File: src/rtl/rob_ctrl.sv
// ----------------------------------------------------------------------------
// rob_ctrl
//   Pointer and sequencing controller for the multi-bank reorder buffer.
//   Owns the head/tail row pointers and the row occupancy count. It grants
//   dispatch of one full row per cycle and issues in-order per-lane commit
//   strobes for the head row. A branch kill rolls the tail back, and an
//   exception flushes the whole buffer.
//
// Ports
//   i_clk, i_rst      clock; synchronous active-high reset
//   i_dis_req         dispatch request for one full row
//   o_dis_ack         dispatch accepted this cycle
//   o_dis_tag         row allocated to the accepted dispatch (= tail)
//   i_row_done        per-lane completion of the head-row entries
//   o_com_en          per-lane commit strobe for the head row
//   o_head_adv        head row fully retired this cycle
//   i_kill            branch mispredict
//   i_kill_row        row holding the mispredicted branch (kept)
//   i_exc             exception at head; flush everything
//   o_flush           one-cycle flush pulse
//   o_head, o_tail    row pointers
//   o_count           occupied rows, 0..SIZE
//   o_full, o_empty   occupancy decodes
// ----------------------------------------------------------------------------
module rob_ctrl #(
    parameter int WIDTH_BANK = 3,
    parameter int NBANK      = 4
) (
    input  logic                  i_clk,
    input  logic                  i_rst,
    input  logic                  i_dis_req,
    output logic                  o_dis_ack,
    output logic [WIDTH_BANK-1:0] o_dis_tag,
    input  logic [NBANK-1:0]      i_row_done,
    output logic [NBANK-1:0]      o_com_en,
    output logic                  o_head_adv,
    input  logic                  i_kill,
    input  logic [WIDTH_BANK-1:0] i_kill_row,
    input  logic                  i_exc,
    output logic                  o_flush,
    output logic [WIDTH_BANK-1:0] o_head,
    output logic [WIDTH_BANK-1:0] o_tail,
    output logic [WIDTH_BANK:0]   o_count,
    output logic                  o_full,
    output logic                  o_empty
);

    localparam int CW   = WIDTH_BANK + 1;
    localparam int SIZE = 2 ** WIDTH_BANK;

    typedef enum logic [1:0] {
        S_RUN,
        S_KILL,
        S_FLUSH
    } state_t;

    logic [WIDTH_BANK-1:0] r_head, r_tail;
    logic [CW-1:0]         r_count;
    logic [NBANK-1:0]      r_done_mask;
    state_t                r_state;

    logic [WIDTH_BANK-1:0] w_head_nx, w_tail_nx;
    logic [CW-1:0]         w_count_nx;
    logic [NBANK-1:0]      w_done_mask_nx;
    state_t                w_state_nx;

    logic                  w_run;
    logic                  w_full;
    logic                  w_ack;
    logic                  w_com_ok;
    logic                  w_pref;
    logic [NBANK-1:0]      w_com_en;
    logic                  w_head_adv;
    logic [WIDTH_BANK-1:0] w_kill_dist;
    logic                  w_kill_ok;

    assign w_run  = (r_state == S_RUN);
    assign w_full = (r_count == CW'(SIZE));

    // Full is judged on the registered count, so a same-cycle retire never
    // opens a slot for dispatch.
    assign w_ack    = i_dis_req & w_run & ~w_full & ~i_kill & ~i_exc;
    assign w_com_ok = w_run & (r_count != '0) & ~i_exc;

    // A lane may commit only once every lane at or below it is complete or
    // already committed, which keeps commits strictly in lane order.
    always_comb begin
        w_pref   = 1'b1;
        w_com_en = '0;
        for (int unsigned k = 0; k < NBANK; k++) begin
            w_pref      = w_pref & (i_row_done[k] | r_done_mask[k]);
            w_com_en[k] = w_com_ok & ~r_done_mask[k] & w_pref;
        end
    end

    assign w_head_adv = w_com_ok & ((r_done_mask | w_com_en) == '1);

    // Distance from head to the killed row; the kill is real only when that
    // row is currently occupied.
    assign w_kill_dist = i_kill_row - r_head;
    assign w_kill_ok   = i_kill & w_run & ~i_exc & ({1'b0, w_kill_dist} < r_count);

    always_comb begin
        w_head_nx      = r_head;
        w_tail_nx      = r_tail;
        w_count_nx     = r_count;
        w_done_mask_nx = r_done_mask;
        w_state_nx     = r_state;

        if (i_exc) begin
            w_head_nx      = '0;
            w_tail_nx      = '0;
            w_count_nx     = '0;
            w_done_mask_nx = '0;
            w_state_nx     = S_FLUSH;
        end else begin
            case (r_state)
                S_RUN: begin
                    if (w_head_adv) begin
                        w_head_nx      = r_head + 1'b1;
                        w_done_mask_nx = '0;
                    end else begin
                        w_done_mask_nx = r_done_mask | w_com_en;
                    end

                    if (w_kill_ok) begin
                        // Rows up to and including the killed row survive,
                        // minus the head row if it retires on this same edge.
                        w_tail_nx  = i_kill_row + 1'b1;
                        w_count_nx = CW'(w_kill_dist) + CW'(1) - CW'(w_head_adv);
                        w_state_nx = S_KILL;
                    end else begin
                        if (w_ack) begin
                            w_tail_nx = r_tail + 1'b1;
                        end
                        w_count_nx = r_count + CW'(w_ack) - CW'(w_head_adv);
                    end
                end
                S_KILL:  w_state_nx = S_RUN;
                S_FLUSH: w_state_nx = S_RUN;
                default: w_state_nx = S_RUN;
            endcase
        end
    end

    always_ff @(posedge i_clk) begin
        if (i_rst) begin
            r_head      <= '0;
            r_tail      <= '0;
            r_count     <= '0;
            r_done_mask <= '0;
            r_state     <= S_RUN;
        end else begin
            r_head      <= w_head_nx;
            r_tail      <= w_tail_nx;
            r_count     <= w_count_nx;
            r_done_mask <= w_done_mask_nx;
            r_state     <= w_state_nx;
        end
    end

    assign o_dis_ack  = w_ack;
    assign o_dis_tag  = r_tail;
    assign o_com_en   = w_com_en;
    assign o_head_adv = w_head_adv;
    assign o_flush    = (r_state == S_FLUSH);
    assign o_head     = r_head;
    assign o_tail     = r_tail;
    assign o_count    = r_count;
    assign o_full     = w_full;
    assign o_empty    = (r_count == '0);

endmodule

File: config.mk
export PLATFORM = sky130hd
export DESIGN_NAME = rob_ctrl
export DESIGN_NICKNAME = d
export VERILOG_FILES = /design/src/rtl/rob_ctrl.sv
export SDC_FILE = /design/constraint.sdc
export NUM_CORES = 1
export LEC_CHECK = 0
export CELL_PAD_IN_SITES_DETAIL_PLACEMENT = 1
export CELL_PAD_IN_SITES_GLOBAL_PLACEMENT = 1
export CORE_MARGIN = 2
export CORE_UTILIZATION = 37
export CTS_CLUSTER_DIAMETER = 30
export DETAILED_ROUTE_END_ITERATION = 12
export GPL_TIMING_DRIVEN = 0
export PLACE_DENSITY = 0.84
export SYNTH_ARGS = -nofsm -noshare
export SYNTH_HDL_FRONTEND = slang
export SYNTH_SLANG_ARGS = --single-unit
File: constraint.sdc
create_clock -name i_clk -period 13.01 [get_ports i_clk]
set_clock_uncertainty 0.15 [all_clocks]
set_input_delay 2.602 -clock i_clk [delete_from_list [all_inputs] [get_ports i_clk]]
set_output_delay 2.602 -clock i_clk [all_outputs]
set_load 0.01 [all_outputs]
Word level (Yosys, flattened, before mapping)
Cells that the tools add are included.

Add/subtract/negate cells: 8. Multipliers: 0. Divide/modulo/power cells: 0. $lt $le $gt $ge: 1. Equality and inequality tests: 4. Shift-type cells: 0. Muxes and demuxes: 7. Bitwise gates (word level): 34. Reductions and logical operators: 8.

Operators with widths (number): bitwise AND 1 bit (21); adder 3 x 1 -> 3 bit (second input constant) (3); equality test 4 bit (second input constant) (2); 2-to-1 mux 4 bit (2); NOT 1 bit (8); subtractor 4 x 1 -> 4 bit (2); 2-to-1 mux 2 bit (3); 2-to-1 mux 3 bit (2); adder 3 x 1 -> 4 bit (second input constant) (1); adder 4 x 1 -> 4 bit (1); logical NOT 4 bit (1); less-than comparator 3 x 4 -> 1 bit (1); bitwise OR 1 bit (4); bitwise OR 4 bit (1); AND reduction 2 bit (2); nonzero test 4 bit (1); inequality test 3 x 2 -> 1 bit (second input constant) (1); OR reduction 3 bit (1); subtractor 3 bit (1); equality test 2 bit (second input constant) (1); logical NOT 2 bit (1); nonzero test 2 bit (1); OR reduction 2 bit (1).

Register bits: 16. Latch bits: 0. Bits in writable memories: 0. Bits in read-only memories: 0. Output and inout port bits: 22. Logic and storage cells: 68. Memories: 0.

Longest topological paths before layout
Gate-level depths: netlist of the first run.

Word-level depth: 10. Mapped depth: 17. Mapped depth without buffers: 16.

Least setup slack after synthesis of the first run
Ideal clock, no wire load.

Path type: input port to output port. From: input i_exc. To: output o_com_en[3]. Arrival: 3.765 ns. Data required time: 10.258 ns. Path slack: 6.493 ns. Cell stages on the path: 5. Path buffers: 1. Cell sequence: or3_1 -> buf_6 -> nor3_1 -> o21ai_0 -> nor3b_1.

Longest elaborated chain between the ends: 4.

Ends and longest elaborated chain: start: declaration (RTL line 39) `input logic i_exc,`; NOT 1 bit (RTL line 83) `assign w_com_ok = w_run & (r_count != '0) & ~i_exc;`; bitwise AND 1 bit (RTL line 83); bitwise AND 1 bit (2 in a row) (RTL line 92) `w_com_en[k] = w_com_ok & ~r_done_mask[k] & w_pref;`; end: declaration (RTL line 35) `output logic [NBANK-1:0] o_com_en,`.

Every way passes these cells.

Final worst setup path of the first run
Same ends and word-level chain as after synthesis.

==> impl_metrics.tcl, run 1 <==
set metrics [dict create \
    worst_slack_ns 5.43 \
    drc 0 \
    worstRegToRegCells 14 \
    p_total_uw 120 \
    fin_nets 202 \
    reg2reg_to "o_dis_tag[2]" \
    worst_slew_pin_slew_ns 0.545 \
    top_layer "met4" \
    synth-seq-cells 16 \
    vias 1096 \
    antenna_left 0 \
    dp_hpwl_um 2510 \
    io_buffers 33 \
    min_from "r_done_mask[3]" \
    hold_path_class "reg2reg" \
    clock_sink_count 16 \
    r2r_start "o_head[0]" \
    cts_buffers 3 \
    final_cell_mix "clkdlybuf4s50_1, inv_1, dfxtp_1" \
    dr.pass1.iters 4 \
    core_sq_um 3050 \
    ios 34 \
    critical_path.startpoint "i_exc" \
    worstSetupPathType "in2out" \
    wl_met1_um 1440 \
    stdcell_count 217 \
    die_x_um 60.7 \
    drt_iter0_markers 26 \
    htreeDepth 1 \
    first_global_vias 1201 \
    fmax_mhz 132 \
    routedWlPerCell_um 14.9 \
    ys_warn_count 0 \
    holdWs_ns 0.368 \
    grt_max_degree 11 \
    ir_drop_uv 52.1 \
    rsz0062_at_grt "false" \
    grt_first_pass_wirelength_um 5640 \
    fp-row-count 20 \
    cts_tree "built" \
    vias_per_cell 5.05 \
    diodes 0 \
    cp.required_ns 10.26 \
    route.met3.wl_um 112 \
    initial_utilization 0.390 \
    end_kind "primary output" \
    syn2layout_area_growth_pct 35.4 \
    route.met2.wl_um 1610 \
    relSlewSlack 0.636 \
    mostFrequentLayoutCell "clkdlybuf4s50_1" \
    pre_cts_slack_ns 5.43 \
    fin_crit_sh 0.583 \
    ff2ff_setup_slack_ns 8.92 \
    drive_gt1_frac 0.104 \
    die-area_sq_um 3690 \
    hold_viol_final 0 \
    period_minus_slack_ns 7.58 \
    cap_violations 0 \
    finalSetupViolations 0 \
    hold_path_end "r_done_mask[3]" \
    power.density_nw_per_um2 74.6 \
    cts-root-buf "clkbuf_4" \
    synth.net_count 164 \
    drt_wl_total_um 3230 \
    worstSetupStartpointType "input pin" \
    cts_hold_buf 0 \
    clock_latency_ns 0.30 \
    place_inst 213 \
    path_max_fanout 6 \
    cts_resized 0 \
    gp_congestion 0.796 \
    antenna_found_initial 0 \
    status "finished, final reports clean" \
    mappedNetlistArea_sq_um 1190 \
    n_fill_cell 383 \
    hold_depth 1 \
    post_synth.cell_area_avg_sq_um 8.75 \
    clk_pin_slew_ns 0.11 \
    grt.total_usage 0.210 \
    yosysUniqueCellTypes 44 \
    overflow 0 \
    drv_slew 0 \
    yosysSeqAreaShare 0.269 \
    p_leak_nw 0.638 \
    setup_tns_ns 0 \
    cp.arrival_ns 4.83 \
    post_cts_buffers 0 \
    syn_inst 136 \
    fp.dieH_um 60.7 \
    clk_path_buf_depth 2 \
]
## area by class of cell
class | instances | area [sq um] | area share
well taps | 44 | 55.1 | 0.0342
plain buffers | 7 | 58.8 | 0.0365
clock buffers | 4 | 36.3 | 0.0225
multi-input cells | 97 | 751 | 0.466
repair buffers | 33 | 330 | 0.205
inverters | 16 | 60.1 | 0.0373
flip-flops and latches | 16 | 320 | 0.199
## worst max-delay path, stage by stage
cell and delay, ns:
clkdlybuf4s50_1 0.47, or3_1 0.35, buf_6 0.15, nor3_1 0.25
o21ai_0 0.18, nor3b_1 0.25, clkdlybuf4s50_1 0.58
## how the worst max path moves through the flow
stage / to / slack (ns) / cells past startpoint
floorplan: o_com_en[3] / 6.49 / 5
global placement: o_com_en[3] / 5.51 / 7
detailed placement: o_head_adv / 5.43 / 7
CTS: o_com_en[3] / 5.41 / 7
global route: o_com_en[3] / 5.27 / 7
finish: o_com_en[3] / 5.43 / 7
## sequential cells by signal, summed over array words and instances (netlist names)
| name | flops |
|---|---|
| o_count | 4 |
| o_dis_tag | 3 |
| o_head | 3 |
| r_done_mask | 4 |
| r_state | 2 |
## kinds of logic after synthesis
group | share of synthesized area
compound gates | 0.180
buf+inv | 0.0999
simple gates | 0.182
xor+xnor | 0.0368
flops | 0.269
mux | 0.0515
fa+ha+maj | 0.181
## metrics by stage
stage | cell area, sq um | util
2_1_floorplan | 1190 | -
3_3_place_gp | 1580 | 0.516
3_5_place_dp | 1580 | 0.516
4_1_cts | 1610 | 0.528
5_1_grt | 1610 | 0.528
6_report | 1610 | 0.528
## synthesized netlist by cell type, drive strengths merged
master | instances | area share
and3 | 1 | 0.0053
nor4b | 1 | 0.0074
buf | 6 | 0.042
a311o | 1 | 0.0095
and2 | 4 | 0.021
o21ai | 7 | 0.029
or4b | 1 | 0.0084
or3 | 1 | 0.0053
nor3b | 1 | 0.0063
o32ai | 1 | 0.0074
a21o | 1 | 0.0063
o22ai | 1 | 0.0053
a2111o | 1 | 0.0095
o221ai | 1 | 0.0074
a2bb2oi | 1 | 0.0074
nand2 | 4 | 0.013
mux2 | 1 | 0.0095
xor2 | 1 | 0.0074
nor2b | 1 | 0.0053
ha | 14 | 0.15
nor2 | 13 | 0.041
nand3 | 1 | 0.0042
or3b | 1 | 0.0074
a2111oi | 1 | 0.023
fa | 2 | 0.034
nor4 | 1 | 0.0053
nand2b | 1 | 0.0053
mux2i | 5 | 0.042
a21oi | 9 | 0.041
dlygate4sd1 | 1 | 0.0074
dfxtp | 16 | 0.27
or2 | 1 | 0.0053
o21a | 2 | 0.013
nor3 | 7 | 0.029
inv | 16 | 0.050
o211ai | 1 | 0.0063
o311ai | 1 | 0.0074
xnor2 | 4 | 0.029
and2b | 1 | 0.0074
a31o | 1 | 0.0074
nand4 | 1 | 0.0053
## power by group
group / internal (mW) / leakage [nW] / switching, mW
sequential: 0.0503 / 0.130 / 0.00163
combinational: 0.0167 / 0.488 / 0.0161
clock: 0.0171 / 0.0210 / 0.0184
total: 0.0841 / 0.638 / 0.0361
## routing by layer
| layer | GRT usage | up-vias |
|---|---|---|
| li1 | - | 546 |
| met1 | 0.254 | 519 |
| met2 | 0.367 | 24 |
| met3 | 0.0299 | 7 |
| met4 | 0.0932 | 0 |
| met5 | 0 | - |
Note: power is estimated with default switching activity, not from simulation.
==> inputs of run 2 (changes only) <==
--- a/config.mk
+++ b/config.mk
@@ -8,11 +8,11 @@
 export CELL_PAD_IN_SITES_DETAIL_PLACEMENT = 1
 export CELL_PAD_IN_SITES_GLOBAL_PLACEMENT = 1
 export CORE_MARGIN = 2
-export CORE_UTILIZATION = 37
+export CORE_UTILIZATION = 31
 export CTS_CLUSTER_DIAMETER = 30
 export DETAILED_ROUTE_END_ITERATION = 12
 export GPL_TIMING_DRIVEN = 0
-export PLACE_DENSITY = 0.84
+export PLACE_DENSITY = 0.75
 export SYNTH_ARGS = -nofsm -noshare
 export SYNTH_HDL_FRONTEND = slang
 export SYNTH_SLANG_ARGS = --single-unit
==> constraint.sdc (replaced) <==
create_clock -name i_clk -period 6.7 [get_ports i_clk]
set_clock_uncertainty 0.15 [all_clocks]
set_input_delay 1.34 -clock i_clk [delete_from_list [all_inputs] [get_ports i_clk]]
set_output_delay 1.34 -clock i_clk [all_outputs]
set_load 0.01 [all_outputs]
==> run 2 against run 1 <==
Via count grew 2.1%. Largest power group unchanged. Sequential share of layout area fell by 0.29 points. Critical endpoint is now o_dis_tag[2]. Setup slack worse by 3.9 ns. Combinational power is 94% higher. Global-route usage fell by 3.8 points.
==> impl_metrics.tcl, run 2 (synthesized netlist as in run 1, its figures left out) <==
set metrics [dict create \
    status "finished, final reports clean" \
    antenna_found_initial 0 \
    syn2layout_area_growth_pct 37.4 \
    met2_usage 0.292 \
    fin_crit_sh 0.776 \
    fp-row-count 22 \
    met3_usage 0.0273 \
    period_minus_slack_ns 5.20 \
    io_buffers 33 \
    mostFrequentLayoutCell "clkdlybuf4s50_1" \
    placed_area_sq_um 1580 \
    relSlewSlack 0.591 \
    hold_path_class "reg2reg" \
    fmax_mhz 192 \
    drv_slew 0 \
    drc 0 \
    cp.required_ns 6.71 \
    gp_congestion 0.792 \
    seqCellArea_sq_um 320 \
    overflow 0 \
    hold_viol_final 0 \
    busiest_layer "met2" \
    vias_per_cell 5.06 \
    end_kind "flip-flop" \
    dr.pass1.iters 4 \
    fin_nets 202 \
    grt_first_pass_wirelength_um 5550 \
    n_fill_cell 446 \
    clock_latency_ns 0.26 \
    first_global_vias 1172 \
    worstSetupPathType "in2reg" \
    worst_slew_pin_slew_ns 0.608 \
    cap_violations 0 \
    diodes 0 \
    drive_gt1_frac 0.104 \
    clk_path_buf_depth 2 \
    drt_iter0_markers 20 \
    post_cts_buffers 0 \
    die-area_sq_um 4350 \
    p_leak_nw 0.646 \
    setup_tns_ns 0 \
    cts_hold_buf 0 \
    initial_utilization 0.323 \
    cp.arrival_ns 5.21 \
    clk_pin_slew_ns 0.07 \
    htreeDepth 1 \
    worstSetupStartpointType "input pin" \
    grt.total_usage 0.172 \
    drt_wl_total_um 3310 \
    power.density_nw_per_um2 155 \
    rsz0062_at_grt "false" \
    multi_input_area_sq_um 751 \
    clock_sink_count 16 \
    ios 34 \
    cts_buffers 3 \
    vias 1119 \
    cts_resized 0 \
    cts-root-buf "clkbuf_8" \
    ir_drop_uv 63.6 \
    path_max_fanout 10 \
    dp_hpwl_um 2520 \
    met1_usage 0.219 \
    final_cell_mix "clkdlybuf4s50_1, inv_1, dfxtp_1" \
    finalSetupViolations 0 \
    cts_tree "built" \
    grt_max_degree 11 \
    fp.dieH_um 66.0 \
    die_x_um 66.0 \
    final_area_sq_um 1640 \
    core_sq_um 3690 \
    routedWlPerCell_um 15.0 \
    antenna_left 0 \
]
==> run 2: cell count changes in the layout (fill, tap and decap cells not counted) <==
cell	previous run	this run
clkbuf_4	3	0
clkbuf_8	1	4
==> run 2: final cells by class <==
cell class | instances | share of cell area
tap | 48 | 0.0367
multi-input combinational | 97 | 0.459
clock buffer | 4 | 0.0337
timing repair buffer | 33 | 0.202
sequential | 16 | 0.196
inverter | 16 | 0.0367
buffer | 7 | 0.0360
==> run 2: layer usage <==
layer  up-vias  routed length [um]
met1       538                1490
met4         0                  53
li1        546                   -
met5         -                   0
met2        28                1630
met3         7                 133
==> run 2: critical path: stages <==
cell and delay, ns:
clkdlybuf4s50_1 0.42, inv_1 0.08, ha_1 0.15, inv_1 0.05
fa_1 0.37, xor2_1 0.16, xnor2_1 0.16, ha_1 0.30
nand2_1 0.06, o21a_1 0.18, o21ai_0 0.26, buf_2 0.31
mux2_2 0.37, ha_1 0.21, or4b_2 0.67, o311ai_1 0.11
==> run 2: metrics by stage <==
step                utilization  cells  worst slack, ns  total power, mW  hold WS, ns
CTS                       0.443    221             1.47            0.257        0.357
global placement          0.428    217             1.30            0.164        0.340
floorplan                     -    136             2.00            0.139        0.325
detailed placement        0.428    217             1.22            0.167        0.342
finish                    0.443    221             1.50            0.254        0.353
global route              0.443    221             1.26            0.270        0.386
==> run 2: final timing paths <==
check,slack [ns],cells after the start,end,from
worst min-delay path,0.35,1,r_done_mask[3],r_done_mask[3]
worst min register to register,0.35,1,r_done_mask[3],r_done_mask[3]
worst max register to register,2.63,14,o_dis_tag[2],o_head[0]
worst max-delay path,1.50,16,o_dis_tag[2],i_kill_row[0]
==> run 2: report_power, final <==
group | leakage, nW | switching [mW] | internal (mW)
sequential | 0.130 | 0.00321 | 0.0977
combinational | 0.488 | 0.0311 | 0.0325
clock | 0.0288 | 0.0372 | 0.0523
total | 0.646 | 0.0714 | 0.182
